--- config.mk ---
export PLATFORM = sky130hd
export DESIGN_NAME = code_round_ctrl_flat
export DESIGN_NICKNAME = d
export VERILOG_FILES = /design/src/rtl/code_round_ctrl_if.sv /design/src/rtl/code_round_ctrl.sv /design/src/flat_wrapper.sv
export SDC_FILE = /design/constraint.sdc
export NUM_CORES = 1
export LEC_CHECK = 0
export CORE_MARGIN = 5
export CORE_UTILIZATION = 36
export CTS_CLUSTER_SIZE = 25
export DETAILED_ROUTE_END_ITERATION = 10
export PLACE_DENSITY = 0.66
export RECOVER_POWER = 50
export SYNTH_ARGS = -nofsm -noshare
export SYNTH_HDL_FRONTEND = slang
export SYNTH_SLANG_ARGS = --single-unit
--- constraint.sdc ---
create_clock -name clk -period 3.1 [get_ports clk]
set_clock_uncertainty 0.2 [all_clocks]
set_input_delay 0.31 -clock clk [delete_from_list [all_inputs] [get_ports clk]]
set_output_delay 0.31 -clock clk [all_outputs]
set_load 0.05 [all_outputs]
--- src/rtl/code_round_ctrl_if.sv ---
// Player/RNG-facing signal bundle for code_round_ctrl.
// slave = controller side, master = driver side (RNG + player input + observer).
interface code_round_ctrl_if;
  logic        start;
  logic [19:0] random_num;
  logic        digit_valid;
  logic [3:0]  digit_in;
  logic        digit_ready;
  logic [2:0]  digit_idx;
  logic [19:0] entered;
  logic [19:0] target;
  logic [4:0]  match_mask;
  logic [2:0]  hits;
  logic        result_valid;
  logic [3:0]  attempts;
  logic        digit_err;
  logic        round_done;
  logic        win;

  modport slave (
    input  start, random_num, digit_valid, digit_in,
    output digit_ready, digit_idx, entered, target, match_mask, hits,
           result_valid, attempts, digit_err, round_done, win
  );

  modport master (
    output start, random_num, digit_valid, digit_in,
    input  digit_ready, digit_idx, entered, target, match_mask, hits,
           result_valid, attempts, digit_err, round_done, win
  );
endinterface

--- src/rtl/code_round_ctrl.sv ---
// Code-guessing round controller: latches a 5-digit BCD secret, collects guesses, scores them.
// Optional macro CODE_ROUND_BACKSPACE_EN makes digit 4'hF act as backspace during entry.
module code_round_ctrl #(
  parameter int unsigned MAX_ATTEMPTS = 4
) (
  input  logic          clk,
  input  logic          rst,
  code_round_ctrl_if.slave bus
);
  typedef enum logic [1:0] {IDLE, ENTRY, CHECK, DONE} state_t;

  state_t      state;
  logic        digit_ready_q, result_valid_q, digit_err_q, round_done_q, win_q;
  logic [2:0]  idx_q, hits_q;
  logic [19:0] entered_q, target_q;
  logic [4:0]  mask_q;
  logic [3:0]  attempts_q;

  logic [4:0]  mask_c;
  logic [2:0]  hits_c;
  logic [19:0] target_c;
  logic [4:0]  slot_lsb, prev_lsb;

  // digit 0 lives in the top nibble, so slot k starts at bit 4*(4-k)
  assign slot_lsb = {3'd4 - idx_q, 2'b00};
  assign prev_lsb = {3'd5 - idx_q, 2'b00};

  always_comb begin
    mask_c   = '0;
    hits_c   = '0;
    target_c = '0;
    for (int unsigned i = 0; i < 5; i++) begin
      mask_c[i] = (entered_q[4*i +: 4] == target_q[4*i +: 4]);
      hits_c    = hits_c + 3'(mask_c[i]);
      target_c[4*i +: 4] = (bus.random_num[4*i +: 4] > 4'd9) ? 4'd9
                                                               : bus.random_num[4*i +: 4];
    end
  end

  always_ff @(posedge clk or posedge rst) begin
    if (rst) begin
      state          <= IDLE;
      digit_ready_q  <= 1'b0;
      result_valid_q <= 1'b0;
      digit_err_q    <= 1'b0;
      round_done_q   <= 1'b0;
      win_q          <= 1'b0;
      idx_q          <= '0;
      hits_q         <= '0;
      entered_q      <= '0;
      target_q       <= '0;
      mask_q         <= '0;
      attempts_q     <= '0;
    end else begin
      result_valid_q <= 1'b0;
      digit_err_q    <= 1'b0;
      if (bus.start) begin
        target_q      <= target_c;
        entered_q     <= '0;
        idx_q         <= '0;
        attempts_q    <= '0;
        mask_q        <= '0;
        hits_q        <= '0;
        win_q         <= 1'b0;
        round_done_q  <= 1'b0;
        digit_ready_q <= 1'b1;
        state         <= ENTRY;
      end else begin
        case (state)
          ENTRY: begin
            if (bus.digit_valid) begin
              if (bus.digit_in <= 4'd9) begin
                entered_q[slot_lsb +: 4] <= bus.digit_in;
                if (idx_q == 3'd4) begin
                  idx_q         <= '0;
                  digit_ready_q <= 1'b0;
                  state         <= CHECK;
                end else begin
                  idx_q <= idx_q + 3'd1;
                end
              end
`ifdef CODE_ROUND_BACKSPACE_EN
              else if (bus.digit_in == 4'hF) begin
                if (idx_q != 3'd0) begin
                  idx_q                    <= idx_q - 3'd1;
                  entered_q[prev_lsb +: 4] <= 4'd0;
                end
              end
`endif
              else begin
                digit_err_q <= 1'b1;
              end
            end
          end
          CHECK: begin
            mask_q         <= mask_c;
            hits_q         <= hits_c;
            result_valid_q <= 1'b1;
            if (attempts_q != 4'(MAX_ATTEMPTS))
              attempts_q <= attempts_q + 4'd1;
            if (hits_c == 3'd5) begin
              win_q        <= 1'b1;
              round_done_q <= 1'b1;
              state        <= DONE;
            end else if (attempts_q + 4'd1 == 4'(MAX_ATTEMPTS)) begin
              win_q        <= 1'b0;
              round_done_q <= 1'b1;
              state        <= DONE;
            end else begin
              entered_q     <= '0;
              digit_ready_q <= 1'b1;
              state         <= ENTRY;
            end
          end
          default: ;
        endcase
      end
    end
  end

`ifndef CODE_ROUND_BACKSPACE_EN
  logic unused_prev;
  assign unused_prev = ^prev_lsb;
`endif

  assign bus.digit_ready  = digit_ready_q;
  assign bus.digit_idx    = idx_q;
  assign bus.entered      = entered_q;
  assign bus.target       = target_q;
  assign bus.match_mask   = mask_q;
  assign bus.hits         = hits_q;
  assign bus.result_valid = result_valid_q;
  assign bus.attempts     = attempts_q;
  assign bus.digit_err    = digit_err_q;
  assign bus.round_done   = round_done_q;
  assign bus.win          = win_q;
endmodule

--- src/flat_wrapper.sv ---
// flat-port wrapper written by rule: the top's interface ports become plain ports
module code_round_ctrl_flat 
#(
  parameter int unsigned MAX_ATTEMPTS = 4
)
  (clk, rst, bus_start, bus_random_num, bus_digit_valid, bus_digit_in, bus_digit_ready, bus_digit_idx, bus_entered, bus_target, bus_match_mask, bus_hits, bus_result_valid, bus_attempts, bus_digit_err, bus_round_done, bus_win);
  code_round_ctrl_if bus_i ();
  input  logic clk;
  input  logic rst;
  input wire logic [$bits(bus_i.start)-1:0] bus_start;
  input wire logic [$bits(bus_i.random_num)-1:0] bus_random_num;
  input wire logic [$bits(bus_i.digit_valid)-1:0] bus_digit_valid;
  input wire logic [$bits(bus_i.digit_in)-1:0] bus_digit_in;
  output wire logic [$bits(bus_i.digit_ready)-1:0] bus_digit_ready;
  output wire logic [$bits(bus_i.digit_idx)-1:0] bus_digit_idx;
  output wire logic [$bits(bus_i.entered)-1:0] bus_entered;
  output wire logic [$bits(bus_i.target)-1:0] bus_target;
  output wire logic [$bits(bus_i.match_mask)-1:0] bus_match_mask;
  output wire logic [$bits(bus_i.hits)-1:0] bus_hits;
  output wire logic [$bits(bus_i.result_valid)-1:0] bus_result_valid;
  output wire logic [$bits(bus_i.attempts)-1:0] bus_attempts;
  output wire logic [$bits(bus_i.digit_err)-1:0] bus_digit_err;
  output wire logic [$bits(bus_i.round_done)-1:0] bus_round_done;
  output wire logic [$bits(bus_i.win)-1:0] bus_win;
  assign bus_i.start = bus_start;
  assign bus_i.random_num = bus_random_num;
  assign bus_i.digit_valid = bus_digit_valid;
  assign bus_i.digit_in = bus_digit_in;
  assign bus_digit_ready = bus_i.digit_ready;
  assign bus_digit_idx = bus_i.digit_idx;
  assign bus_entered = bus_i.entered;
  assign bus_target = bus_i.target;
  assign bus_match_mask = bus_i.match_mask;
  assign bus_hits = bus_i.hits;
  assign bus_result_valid = bus_i.result_valid;
  assign bus_attempts = bus_i.attempts;
  assign bus_digit_err = bus_i.digit_err;
  assign bus_round_done = bus_i.round_done;
  assign bus_win = bus_i.win;
  code_round_ctrl #(.MAX_ATTEMPTS(MAX_ATTEMPTS)) u_core (.clk(clk), .rst(rst), .bus(bus_i));
endmodule
### Yosys cells after proc, flatten, opt, wreduce, memory -nomap -nowiden

Index checks and enable logic that the tools add are counted.
Widths: inputs -> output; s select.

* input bits: 28
* word-level logic and storage cells: 109
* register bits after elaboration: 62

* reduce and logical (&&, ||, !) cells: 13
* equality and inequality tests: 16
* muxes and demuxes: 52
* $lt $le $gt $ge: 6
* shifts and indexed selects: 2
* add/subtract/negate cells: 8

Operators with widths (number)
* $mux 20: 5
* $pmux 20 s2: 1
* $mux 4: 8
* $mux 3: 7
* $bwmux 20: 1
* $eq 4x4->1: 5
* $gt 4x4->1 const B: 5
* $mux 1: 20
* $shift 4x7->20 const A: 1
* $shiftx 4x7->20: 1
* $mux 2: 6
* $mux 5: 2
* $reduce_bool 2->1: 5
* $add 3x1->3: 3
* $ne 3x3->1 const B: 3
* $neg 5->7: 1
* $eq 3x3->1 const B: 2
* $ne 3x2->1 const B: 2
* $reduce_and 6->1: 1
* $reduce_bool 3->1: 2
* $reduce_and 5->1: 1
* $add 4x1->4 const B: 1
* $eq 4x3->1 const B: 1
* $le 4x4->1 const B: 1
* 11 further kinds: 12

### Logic depth before layout (Yosys ltp)

Gate-level depths: netlist of the first run.

* word-level depth: 9
* gate-level depth with buffers: 14
* gate-level depth less buffers: 14

### Least setup slack after synthesis of the first run

OpenSTA, ideal clock, no wires.

* path kind: register to register
* from: register u_core.entered_q[1] (netlist: u_core.bus.entered[1])
* to: register u_core.entered_q[16] (netlist: u_core.bus.entered[16])
* clock period less this slack: 3733 ps
* path buffers: 0
* path slack: -633 ps
* data required time: 2779 ps
* cell stages (with the launch flop): 15
* arrival time: 3412 ps
* cell sequence: dfrtp_1 -> xor2_1 -> nor4_1 -> ha_1 -> inv_1 -> fa_1 -> inv_1 -> ha_1 -> inv_1 -> fa_1 -> nand3b_1 -> o31ai_1 -> a31oi_4 -> o21ai_0 -> a22o_1

* word-level cells in the longest chain between the ends: 8

RTL lines
* from (decl): RTL line code_round_ctrl.sv:15 `logic [19:0] entered_q, target_q;`
* from (signal, indexed assignment): RTL line code_round_ctrl.sv:73 `entered_q[slot_lsb +: 4] <= bus.digit_in;`
* $eq 4x4->1: RTL line code_round_ctrl.sv:33 `mask_c[i] = (entered_q[4*i +: 4] == target_q[4*i +: 4]);`
* $add 1x1->2: RTL line code_round_ctrl.sv:34 `hits_c = hits_c + 3'(mask_c[i]);`
* $add 3x1->3 (3 in a row): RTL line code_round_ctrl.sv:34
* $eq 3x3->1: RTL line code_round_ctrl.sv:101 `if (hits_c == 3'd5) begin`
* $ne 3x3->1 (no source line)
* $reduce_and 5->1 (no source line)

Every way passes these cells.
A chain may end at the register's enable or synchronous reset.

### Worst setup path after layout of the first run

* from: register u_core.entered_q[1] (netlist: u_core.bus.entered[1])
* to: register u_core.state[1]

* word-level cells in the longest chain between the ends: 9

RTL lines
* $eq 4x4->1: RTL line code_round_ctrl.sv:33
* $add 1x1->2: RTL line code_round_ctrl.sv:34
* $add 3x1->3 (3 in a row): RTL line code_round_ctrl.sv:34
* $eq 3x3->1: RTL line code_round_ctrl.sv:101
* $mux 2: RTL line code_round_ctrl.sv:101
* $pmux 2 s2: RTL line code_round_ctrl.sv:69 `case (state)`
* $mux 2: RTL line code_round_ctrl.sv:57 `if (bus.start) begin`
* to (signal assigned): RTL line code_round_ctrl.sv:67 `state <= ENTRY;`
* to (signal assigned): RTL line code_round_ctrl.sv:104 `state <= DONE;`
* to (signal assigned): RTL line code_round_ctrl.sv:108 `state <= DONE;`
* to (decl): RTL line code_round_ctrl.sv:12 `state_t state;`

Every way passes these cells.

==> results of run 1 <==
layer usage:
layer,GRT usage,part of all wire
met4,0.04625,0.015
met1,0.2239,0.44
met5,0,0
met2,0.2900,0.48
met3,0.05835,0.062
synthesized netlist by cell type (all sizes together) (3+ instances only):
cell / instances / area (sq um)
a21oi: 15 / 78.83
a22o: 20 / 175.2
a31oi: 6 / 52.55
buf: 6 / 25.02
clkbuf: 4 / 16.26
dfrtp: 62 / 1551
ha: 12 / 150.1
inv: 31 / 116.4
mux2: 5 / 56.30
mux2i: 5 / 50.05
nand2: 29 / 108.9
nand2b: 3 / 18.77
nand3: 5 / 25.02
nand3b: 3 / 22.52
nand4: 4 / 31.28
nor2: 26 / 97.59
nor2b: 5 / 31.28
nor3: 8 / 61.31
nor4: 3 / 18.77
o21ai: 15 / 78.83
o22ai: 9 / 56.30
xnor2: 10 / 87.58
xor2: 12 / 105.1
final cells by class:
type | count | area share
multi-input cells | 212 | 0.3202
flip-flops and latches | 62 | 0.3172
repair buffers | 143 | 0.2616
clock buffers | 13 | 0.03209
well taps | 108 | 0.02729
inverters | 31 | 0.02350
clock inverters | 3 | 0.01820
metrics by stage:
step | setup TNS, ns | instances | utilization | hold slack, ns | area, sq um
6_report | -11.71 | 572 | 0.5677 | 0.2778 | 4951
5_1_grt | -15.93 | 572 | 0.5677 | 0.2995 | 4951
4_1_cts | -12.08 | 569 | 0.5604 | 0.1386 | 4887
3_5_place_dp | -12.23 | 550 | 0.5263 | 0.3183 | 4589
3_3_place_gp | -10.29 | 550 | 0.5263 | 0.3062 | 4589
2_1_floorplan | -8.917 | 315 | - | 0.2063 | 3254
layout by cell type, fill, tap and decap left out, types with 14 or more instances in the layout:
cell type / count
nor2_1: 25
a21oi_1: 14
buf_4: 52
dfrtp_2: 15
dfrtp_1: 47
nand2_1: 29
inv_1: 29
a22o_1: 20
clkdlybuf4s50_1: 84
power by group through the flow:
| stage | Clock [mW] | Sequential, mW | Combinational, mW |
|---|---|---|---|
| after global placement | 0 | 0.914 | 0.633 |
| final | 0.904 | 0.901 | 0.651 |
| after detailed placement | 0 | 0.914 | 0.642 |
| after CTS | 0.913 | 0.900 | 0.652 |
| after floorplan | 0 | 1.07 | 0.221 |
| after global routing | 0.950 | 0.908 | 0.705 |
cell families after synthesis:
kind of cell               share of synthesized area
and+or+nand+nor                               0.1498
adders and majority gates                    0.05928
xor gates and xnor gates                     0.06006
DFF                                           0.4836
buffers and inverters                        0.04914
muxes                                        0.03315
AOI/OAI and AO/OA                             0.1650
path summary, 6_finish.rpt:
kind	from	endpoint	slack [ns]	depth (start not counted)
worst min-delay path	bus_start	u_core.bus.attempts[1]	0.28	2
worst max register to register	u_core.bus.entered[1]	u_core.state[1]	-0.55	16
worst min register to register	u_core.bus.hits[2]	u_core.bus.hits[2]	0.32	2
worst max-delay path	u_core.bus.entered[1]	u_core.state[1]	-0.55	16
max in group asynchronous	rst	u_core.bus.entered[0]	0.51	3
min in group asynchronous	rst	u_core.bus.win	0.42	2
sequential cells by signal (all words and copies together) (netlist names):
signal,count
u_core.bus.result_valid,1
u_core.bus.digit_err,1
u_core.bus.win,1
u_core.bus.hits,3
u_core.bus.match_mask,5
u_core.bus.attempts,4
u_core.bus.target,20
u_core.state,2
u_core.bus.entered,20
u_core.bus.digit_ready,1
u_core.bus.round_done,1
u_core.bus.digit_idx,3
worst max-delay path, stage by stage, from the launching register on:
cell,delay [ns]
dfrtp_2,0.42
xor2_2,0.19
nor4_4,0.33
ha_1,0.29
inv_2,0.07
fa_1,0.37
inv_1,0.07
ha_2,0.16
inv_2,0.03
fa_1,0.50
nand3b_1,0.15
o31ai_4,0.10
a31oi_4,0.06
buf_12,0.15
buf_4,0.13
buf_4,0.12
a221oi_2,0.19
what timing repair did:
action / 4_1_cts / 5_1_grt
pin swaps: 8 / 5
setup buffers: 3 / 3
setup endpoints to repair: 23 / 26
cloned: 0 / 0
gates resized for setup: 4 / 9
==> qor.csv, run 1 <==
stage,metric,value,unit
floorplanning,die width,104.4,um
finish,area of the multi-input gates,1585,sq um
status,status,finished with violations,
critical_path,CP Launch Type,flop,
placed_design,setup slack after placement,-0.6055,ns
route,DR pass1 iterations,4,
finish,share of cells above drive strength 1,0.2500,
critical_path,critical path class,reg2reg,
route,Via density,5.052,
floorplanning,total die area,10900,sq um
logic_synthesis,synthesized area per cell,10.18,sq um
timing,Tcrit/Tclk final,1.177,
logic_synthesis,mapped cell area,3208,sq um
clock_network,CTS tree,built,
logic_synthesis,YS warnings,0,
finish,area delta synth->final,54.33,%
placed_design,HPWL after DPL,6923,um
route,initial DRC count,138,
timing,Setup-failing EPs final,24,
placed_design,GPL Wtd Cong,0.8823,
pwr,Flop pwr share,0.367,
pwr,total net switching power,0.7561,mW
route,Routed Antenna Nets,0,
critical_path,Critical Path End Type,flop,
pwr,Power Internal,1.701,mW
logic_synthesis,share of flip-flops with an asynchronous set or reset,1.000,
clock_network,Num CTS Buffers,9,
critical_path,Critical Path AT,3.70,ns
timing,Slew @ Worst Pin,1.266,ns
clock_network,clk slew on worst S/H paths,0.07,ns
global_routing,GR Overflow Total,0,
status,failing checks,negative setup slack,
logic_synthesis,Post-synth EDFFs,0,
timing,min Tclk post-route,3.649,ns
clock_network,Max Root-Sink Buffers,2,
floorplanning,I/O pin cnt,88,
pwr,VDD IR max,329.1,uV
logic_synthesis,"Distinct cells, synth",48,
floorplanning,Initial Util,0.3679,
route,DR WL/cell,16.13,um
critical_path,Critical Path RT,3.15,ns
clock_network,Hold Buf Count CTS,0,
route,vias after detailed routing,2890,
pwr,PD cells,496.2,nW/um^2
logic_synthesis,Syn Nets,357,
run,max-cap violations,0,
pwr,Comb pwr share,0.265,
pwr,Sw Share,0.3078,
route,Residual DRC,0,
logic_synthesis,cell count after synthesis,315,
clock_network,Max H-tree Level,3,
finish,FILL cells,788,
timing,pins over their slew limit,0,
logic_synthesis,main flop type after synthesis,dfrtp_1,
route,WL final,9229,um
finish,Sequential Area,1570,sq um
clock_network,Root Buffer,clkbuf_8,
placed_design,I/O Buffers,87,
global_routing,largest net degree at the start of global routing,34,
logic_synthesis,post-synthesis register bit count,62,
global_routing,vias in the first global route,3135,
global_routing,overall routing resource usage,0.1769,
timing,RSZ-0062 raised after global routing,yes,
finish,Nets,501,
timing,Setup WS post-layout,-0.5494,ns
timing,f_max,274.0,MHz
clock_network,latest clock arrival within the worst-skew pair,0.35,ns
global_routing,initial antenna violation count,0,
worst_hold_path,worst hold path type,in2reg,
critical_path,worst-path fanout max,8,
pwr,static leakage,2.193,nW
pwr,Clock power frac,0.368,
timing,slew margin rel.,0.1557,
global_routing,wire length of the first global-routing pass,15600,um
floorplanning,Site Rows,34,
clock_network,clock sinks,62,
timing,Final Hold Viols,0,
pwr,Final Power,2.457,mW
floorplanning,chip height,104.4,um
finish,diode count,0,
logic_synthesis,register area share after synthesis,0.4836,
floorplanning,Core ar.,8721,sq um
Power figures use the tool's default switching activity.
==> run 2, diff against run 1 <==
--- a/config.mk
+++ b/config.mk
@@ -11,6 +11,7 @@
 export DETAILED_ROUTE_END_ITERATION = 10
 export PLACE_DENSITY = 0.66
 export RECOVER_POWER = 50
+export REMOVE_ABC_BUFFERS = 1
 export SYNTH_ARGS = -nofsm -noshare
 export SYNTH_HDL_FRONTEND = slang
 export SYNTH_SLANG_ARGS = --single-unit
==> run 2 against run 1 <==
  * The run ends with max-capacitance violations, max-slew violations, negative setup slack left
  * Total power down 1.9%
  * Final area decreased by 0.81%
  * Wire length shrank 1.5%
  * Highest routed layer unchanged
==> qor.csv, run 2 (synthesis results as in run 1) <==
stage,metric,value,unit,change
status,status,finished with violations,,unchanged
status,failing checks,"max-capacitance violations, max-slew violations, negative setup slack",,was negative setup slack
critical_path,critical path class,reg2reg,,unchanged
critical_path,crit path cell chain,"xor2_1, nor4_2, buf_4, ha_4, inv_2, fa_1, inv_1, ha_2, inv_2, fa_2, nand3b_1, o31ai_4, a31oi_4, buf_12, buf_6, o21ai_4, a22o_1",,"was xor2_2, nor4_4, ha_1, inv_2, fa_1, inv_1, ha_2, inv_2, fa_1, nand3b_1, o31ai_4, a31oi_4, buf_12, buf_4, buf_4, a221oi_2"
clock_network,clock sinks,62,,unchanged
run,max-cap violations,1,,was 0
finish,post-route cell area,4911,sq um,was 4951 sq um
timing,Setup WS post-layout,-0.6120,ns,was -0.5494 ns
placed_design,setup slack after placement,-0.6820,ns,was -0.6055 ns
finish,Nets,500,,was 501
floorplanning,Site Rows,34,,unchanged
timing,min Tclk post-route,3.712,ns,was 3.649 ns
placed_design,GPL Wtd Cong,0.8450,,was 0.8823
floorplanning,die width,104.4,um,unchanged
critical_path,worst-path fanout max,6,,was 8
timing,Final Hold Viols,0,,unchanged
pwr,static leakage,2.189,nW,was 2.193 nW
finish,diode count,0,,unchanged
floorplanning,Core ar.,8721,sq um,unchanged
timing,sum of negative setup slack,-12.73,ns,was -11.71 ns
pwr,VDD IR max,245.0,uV,was 329.1 uV
timing,Setup-failing EPs final,25,,was 24
route,Routed Antenna Nets,0,,unchanged
clock_network,Root Buffer,clkbuf_8,,unchanged
clock_network,Hold Buf Count CTS,0,,unchanged
finish,share of cells above drive strength 1,0.2160,,was 0.2500
clock_network,CTS tree,built,,unchanged
clock_network,latest clock arrival within the worst-skew pair,0.34,ns,was 0.35 ns
critical_path,Critical Path AT,3.79,ns,was 3.70 ns
placed_design,HPWL after DPL,6697,um,was 6923 um
timing,slew margin rel.,-0.3742,,was 0.1557
finish,"commonest non-fill, non-tap cell in the layout",clkdlybuf4s50_1,,unchanged
clock_network,Max H-tree Level,3,,unchanged
floorplanning,I/O pin cnt,88,,unchanged
global_routing,wire length of the first global-routing pass,14900,um,"was 15,600 um"
timing,WHS,0.1478,ns,was 0.2778 ns
route,DR pass1 iterations,4,,unchanged
timing,RSZ-0062 raised after global routing,yes,,unchanged
worst_hold_path,worst hold path type,in2reg,,unchanged
route,DR WL/cell,15.92,um,was 16.13 um
global_routing,largest net degree at the start of global routing,50,,was 34
clock_network,Num CTS Buffers,9,,unchanged
finish,area delta synth->final,53.08,%,was 54.33%
floorplanning,total die area,10900,sq um,unchanged
clock_network,clk slew on worst S/H paths,0.07,ns,about the same
route,Via density,5.070,,was 5.052
floorplanning,Initial Util,0.3679,,unchanged
finish,most frequent cells in the layout,"clkdlybuf4s50_1, dfrtp_1, buf_4, inv_1, nand2_1",,"was clkdlybuf4s50_1, buf_4, dfrtp_1, inv_1, nand2_1"
floorplanning,chip height,104.4,um,unchanged
global_routing,overall routing resource usage,0.1684,,was 0.1769
timing,Slew @ Worst Pin,2.061,ns,was 1.266 ns
route,Residual DRC,0,,unchanged
route,initial DRC count,134,,was 138
critical_path,CP max stage delay,0.52,ns,was 0.50 ns
route,WL final,9093,um,was 9229 um
critical_path,most frequent CP cell,inv_2,,
global_routing,vias in the first global route,2987,,"was 3,135"
critical_path,Critical Path End Type,flop,,unchanged
critical_path,Critical Path RT,3.18,ns,was 3.15 ns
critical_path,highest-delay cell along the critical path,fa_2,,was fa_1
pwr,Final Power,2.410,mW,was 2.457 mW
pwr,PD cells,490.7,nW/um^2,was 496.2 nW/um^2
critical_path,CP Launch Type,flop,,unchanged
placed_design,I/O Buffers,87,,unchanged
timing,f_max,269.4,MHz,was 274.0 MHz
timing,Tcrit/Tclk final,1.197,,was 1.177
timing,pins over their slew limit,50,,was 0
placed_design,placed cell area,4506,sq um,was 4589 sq um
global_routing,GR Overflow Total,0,,unchanged
global_routing,initial antenna violation count,0,,unchanged
clock_network,Max Root-Sink Buffers,2,,unchanged
route,vias after detailed routing,2895,,"was 2,890"
## run 2: stage by stage
step                utilization  instances
floorplan                     -        305
finish                   0.5631        571
CTS                      0.5590        568
detailed placement       0.5166        545
global placement         0.5166        545
global route             0.5631        571
## run 2: power by group
part | internal [mW] | leakage, nW | switching [mW]
logic | 0.268 | 1.26 | 0.389
registers | 0.856 | 0.817 | 0.0429
clock network | 0.532 | 0.112 | 0.321
## run 2: metal layers
metal	part of all wire	global-route usage	wire, um	vias to the layer above
li1	-	-	-	1383
met1	0.44	0.2133	3989	1396
met2	0.48	0.2692	4359	97
met3	0.062	0.05028	563	19
met4	0.020	0.06568	180	0
met5	0	0	0	-
## run 2: area by class of cell
cell class | count | area, sq um
Timing Repair Buffer | 142 | 1284
Fill cell | 765 | 3810
Tap cell | 108 | 135.1
Multi-Input combinational cell | 212 | 1587
Clock inverter | 6 | 110.1
Sequential cell | 62 | 1551
Inverter | 31 | 116.4
Clock buffer | 10 | 127.6
## run 2: final timing paths
path / from / to / slack (ns) / cells after the start
worst max-delay path: u_core.bus.target[2] / u_core.bus.entered[3] / -0.61 / 17
worst min-delay path: bus_start / u_core.bus.digit_idx[2] / 0.15 / 2
worst max register to register: u_core.bus.target[2] / u_core.bus.entered[3] / -0.61 / 17
worst min register to register: u_core.bus.hits[2] / u_core.bus.hits[2] / 0.33 / 2
max in group asynchronous: rst / u_core.bus.entered[18] / 0.77 / 3
min in group asynchronous: rst / u_core.bus.target[6] / 0.40 / 2
## run 2: critical path: cells and delay by family (launching register included)
family | cells | cell delay (ns)
and+or+nand+nor | 2 | 0.46
AOI/OAI and AO/OA | 4 | 0.52
xor gates and xnor gates | 1 | 0.18
DFF | 1 | 0.39
buffers and inverters | 6 | 0.59
adders and majority gates | 4 | 1.28
## run 2: what timing repair did
action | CTS | global route
pin swaps | 19 | 10
endpoints found under the setup margin | 23 | 26
setup buffers | 7 | 5
endpoints found under the hold margin | 0 | 0
resized for setup | 15 | 5
==> run 3, diff against run 2 <==
--- a/config.mk
+++ b/config.mk
@@ -12,6 +12,7 @@
 export PLACE_DENSITY = 0.66
 export RECOVER_POWER = 50
 export REMOVE_ABC_BUFFERS = 1
+export SKIP_CTS_REPAIR_TIMING = 1
 export SYNTH_ARGS = -nofsm -noshare
 export SYNTH_HDL_FRONTEND = slang
 export SYNTH_SLANG_ARGS = --single-unit
==> run 3 against run 2 <==
  * The run still ends with max-capacitance violations, max-slew violations, negative setup slack left
  * Flip-flop and latch count unchanged
  * Die area is the same
  * Wire length decreased by 3.8%
  * Clock-buffer cell count unchanged
  * Register-to-register slack lost 0.06 ns
  * Clock power barely moved
  * Sequential share of layout area decreased by 0.072 points
  * First-iteration DRC count up 34%
  * Sequential power barely moved
  * Critical path type unchanged
==> qor.csv, run 3 (synthesis results as in run 1) <==
stage,metric,value,unit,change
pwr,total net switching power,0.7481,mW,was 0.7528 mW
finish,diode count,0,,unchanged
critical_path,most frequent CP cell,inv_2,,unchanged
pwr,Comb pwr share,0.274,,was 0.273
pwr,Clock power frac,0.353,,was 0.354
timing,f_max,265.1,MHz,was 269.4 MHz
timing,Slew @ Worst Pin,2.055,ns,was 2.061 ns
floorplanning,Site Rows,34,,unchanged
timing,WHS,0.1971,ns,was 0.1478 ns
clock_network,Root Buffer,clkbuf_8,,unchanged
clock_network,clk slew on worst S/H paths,0.07,ns,about the same
global_routing,vias in the first global route,2916,,"was 2,987"
finish,Nets,499,,was 500
clock_network,Max H-tree Level,3,,unchanged
placed_design,I/O Buffers,87,,unchanged
global_routing,largest net degree at the start of global routing,50,,unchanged
critical_path,FF-to-FF Start,u_core.bus.target[6],,was u_core.bus.target[2]
pwr,PD cells,489.0,nW/um^2,was 490.7 nW/um^2
timing,Setup WS post-layout,-0.6715,ns,was -0.6120 ns
placed_design,HPWL after DPL,6697,um,unchanged
floorplanning,chip height,104.4,um,unchanged
finish,Sequential Area,1551,sq um,unchanged
critical_path,Bufs and invs on worst path,4,,was 6
timing,RSZ-0062 raised after global routing,yes,,unchanged
finish,post-route cell area,4922,sq um,was 4911 sq um
critical_path,Critical Path End Type,flop,,unchanged
route,Routed Antenna Nets,0,,unchanged
critical_path,worst-path fanout max,6,,unchanged
floorplanning,Initial Util,0.3679,,unchanged
worst_hold_path,WHS Path Cells,2,,unchanged
clock_network,Num CTS Buffers,9,,unchanged
route,DR WL/cell,15.35,um,was 15.92 um
route,Via density,5.012,,was 5.070
timing,Setup-failing EPs final,25,,unchanged
status,status,finished with violations,,unchanged
finish,FILL cells,765,,unchanged
floorplanning,die width,104.4,um,unchanged
route,vias after detailed routing,2857,,"was 2,895"
route,Residual DRC,0,,unchanged
pwr,Final Power,2.407,mW,was 2.410 mW
finish,area of the multi-input gates,1607,sq um,was 1587 sq um
finish,area delta synth->final,53.43,%,was 53.08%
global_routing,initial antenna violation count,0,,unchanged
timing,min Tclk post-route,3.772,ns,was 3.712 ns
finish,"commonest non-fill, non-tap cell in the layout",clkdlybuf4s50_1,,unchanged
timing,pins over their slew limit,50,,unchanged
worst_hold_path,worst hold path type,in2reg,,unchanged
critical_path,crit path cell chain,"xor2_1, nor4_2, ha_4, inv_2, fa_1, inv_1, ha_2, inv_2, fa_2, nand3b_1, o31ai_4, a31oi_4, buf_4, o21ai_4, a22o_1",,"was xor2_1, nor4_2, buf_4, ha_4, inv_2, fa_1, inv_1, ha_2, inv_2, fa_2, nand3b_1, o31ai_4, a31oi_4, buf_12, buf_6, o21ai_4, a22o_1"
timing,Final Hold Viols,0,,unchanged
run,max-cap violations,1,,unchanged
route,WL final,8748,um,was 9093 um
route,DR pass1 iterations,5,,was 4
placed_design,setup slack after placement,-0.6820,ns,unchanged
floorplanning,I/O pin cnt,88,,unchanged
clock_network,latest clock arrival within the worst-skew pair,0.34,ns,about the same
clock_network,clock sinks,62,,unchanged
pwr,Sw Share,0.3108,,was 0.3124
placed_design,GPL Wtd Cong,0.8450,,unchanged
timing,slew margin rel.,-0.3700,,was -0.3742
finish,share of cells above drive strength 1,0.2143,,was 0.2160
worst_hold_path,hold wc startpoint,bus_start,,unchanged
pwr,VDD IR max,243.2,uV,was 245.0 uV
critical_path,Critical Path AT,3.80,ns,was 3.79 ns
global_routing,GR Overflow Total,0,,unchanged
clock_network,Max Root-Sink Buffers,2,,unchanged
global_routing,overall routing resource usage,0.1631,,was 0.1684
critical_path,Critical Path RT,3.13,ns,was 3.18 ns
floorplanning,Core ar.,8721,sq um,unchanged
status,failing checks,"max-capacitance violations, max-slew violations, negative setup slack",,unchanged
route,initial DRC count,179,,was 134
critical_path,critical path class,reg2reg,,unchanged
critical_path,FF-to-FF setup slack,-0.67,ns,was -0.61 ns
pwr,Flop pwr share,0.373,,about the same
placed_design,placed cell area,4506,sq um,unchanged
critical_path,crit-path leading delay family,adder cells,,unchanged
critical_path,highest-delay cell along the critical path,fa_2,,unchanged
pwr,Power Internal,1.659,mW,was 1.657 mW
critical_path,reg2reg path depth,15,,was 17
global_routing,wire length of the first global-routing pass,14480,um,"was 14,900 um"
timing,Tcrit/Tclk final,1.217,,was 1.197
critical_path,CP max stage delay,0.46,ns,was 0.52 ns
worst_hold_path,Worst Hold End,u_core.state[1],,was u_core.bus.digit_idx[2]
clock_network,CTS tree,built,,unchanged
floorplanning,total die area,10900,sq um,unchanged
critical_path,CP Launch Type,flop,,unchanged
finish,most frequent cells in the layout,"clkdlybuf4s50_1, dfrtp_1, buf_4, inv_1, nand2_1",,unchanged
pwr,static leakage,2.184,nW,was 2.189 nW
critical_path,worst r2r dst,u_core.bus.entered[7],,was u_core.bus.entered[3]
-- run 3: cell count changes in the layout (fill, tap and decap cells not counted), sizes merged --
| cell | change |
|---|---|
| buf | -2 |
| clkbuf | +1 |
-- run 3: final cells by class --
cell class	instances	share of cell area
clock buffer	10	0.02593
clock inverter	6	0.02237
inverter	31	0.02364
multi-input combinational	212	0.3264
sequential	62	0.3152
tap	108	0.02745
timing repair buffer	141	0.2590
-- run 3: how the worst max path moves through the flow --
| stage | from | end | slack (ns) | cells past startpoint |
|---|---|---|---|---|
| after floorplan | u_core.bus.entered[1] | u_core.bus.entered[16] | -0.63 | 14 |
| after global placement | u_core.bus.entered[1] | u_core.bus.entered[3] | -0.63 | 16 |
| after detailed placement | u_core.bus.entered[1] | u_core.bus.entered[19] | -0.68 | 15 |
| after CTS | u_core.bus.entered[1] | u_core.bus.entered[19] | -0.72 | 15 |
| after global routing | u_core.bus.target[6] | u_core.bus.entered[7] | -0.80 | 15 |
| final | u_core.bus.target[6] | u_core.bus.entered[7] | -0.67 | 15 |
-- run 3: power by group through the flow --
stage | Combinational (mW) | Sequential, mW | Clock [mW]
floorplan | 0.198 | 1.07 | 0
global placement | 0.624 | 0.910 | 0
detailed placement | 0.633 | 0.913 | 0
CTS | 0.637 | 0.898 | 0.868
global route | 0.706 | 0.904 | 0.907
finish | 0.659 | 0.898 | 0.850
-- run 3: stage by stage --
step / std cells / TNS [ns] / utilization
after floorplan: 305 / -12.85 / -
after global placement: 545 / -13.16 / 0.5166
after detailed placement: 545 / -13.52 / 0.5166
after CTS: 561 / -14.17 / 0.5439
after global routing: 570 / -17.67 / 0.5644
final: 570 / -14.56 / 0.5644
-- run 3: layer usage --
metal  track usage  part of all wire  up-vias
li1              -                 -     1375
met1        0.2113              0.45     1376
met2        0.2538              0.48       88
met3       0.05152             0.062       18
met4       0.06198             0.015        0
met5             0                 0        -
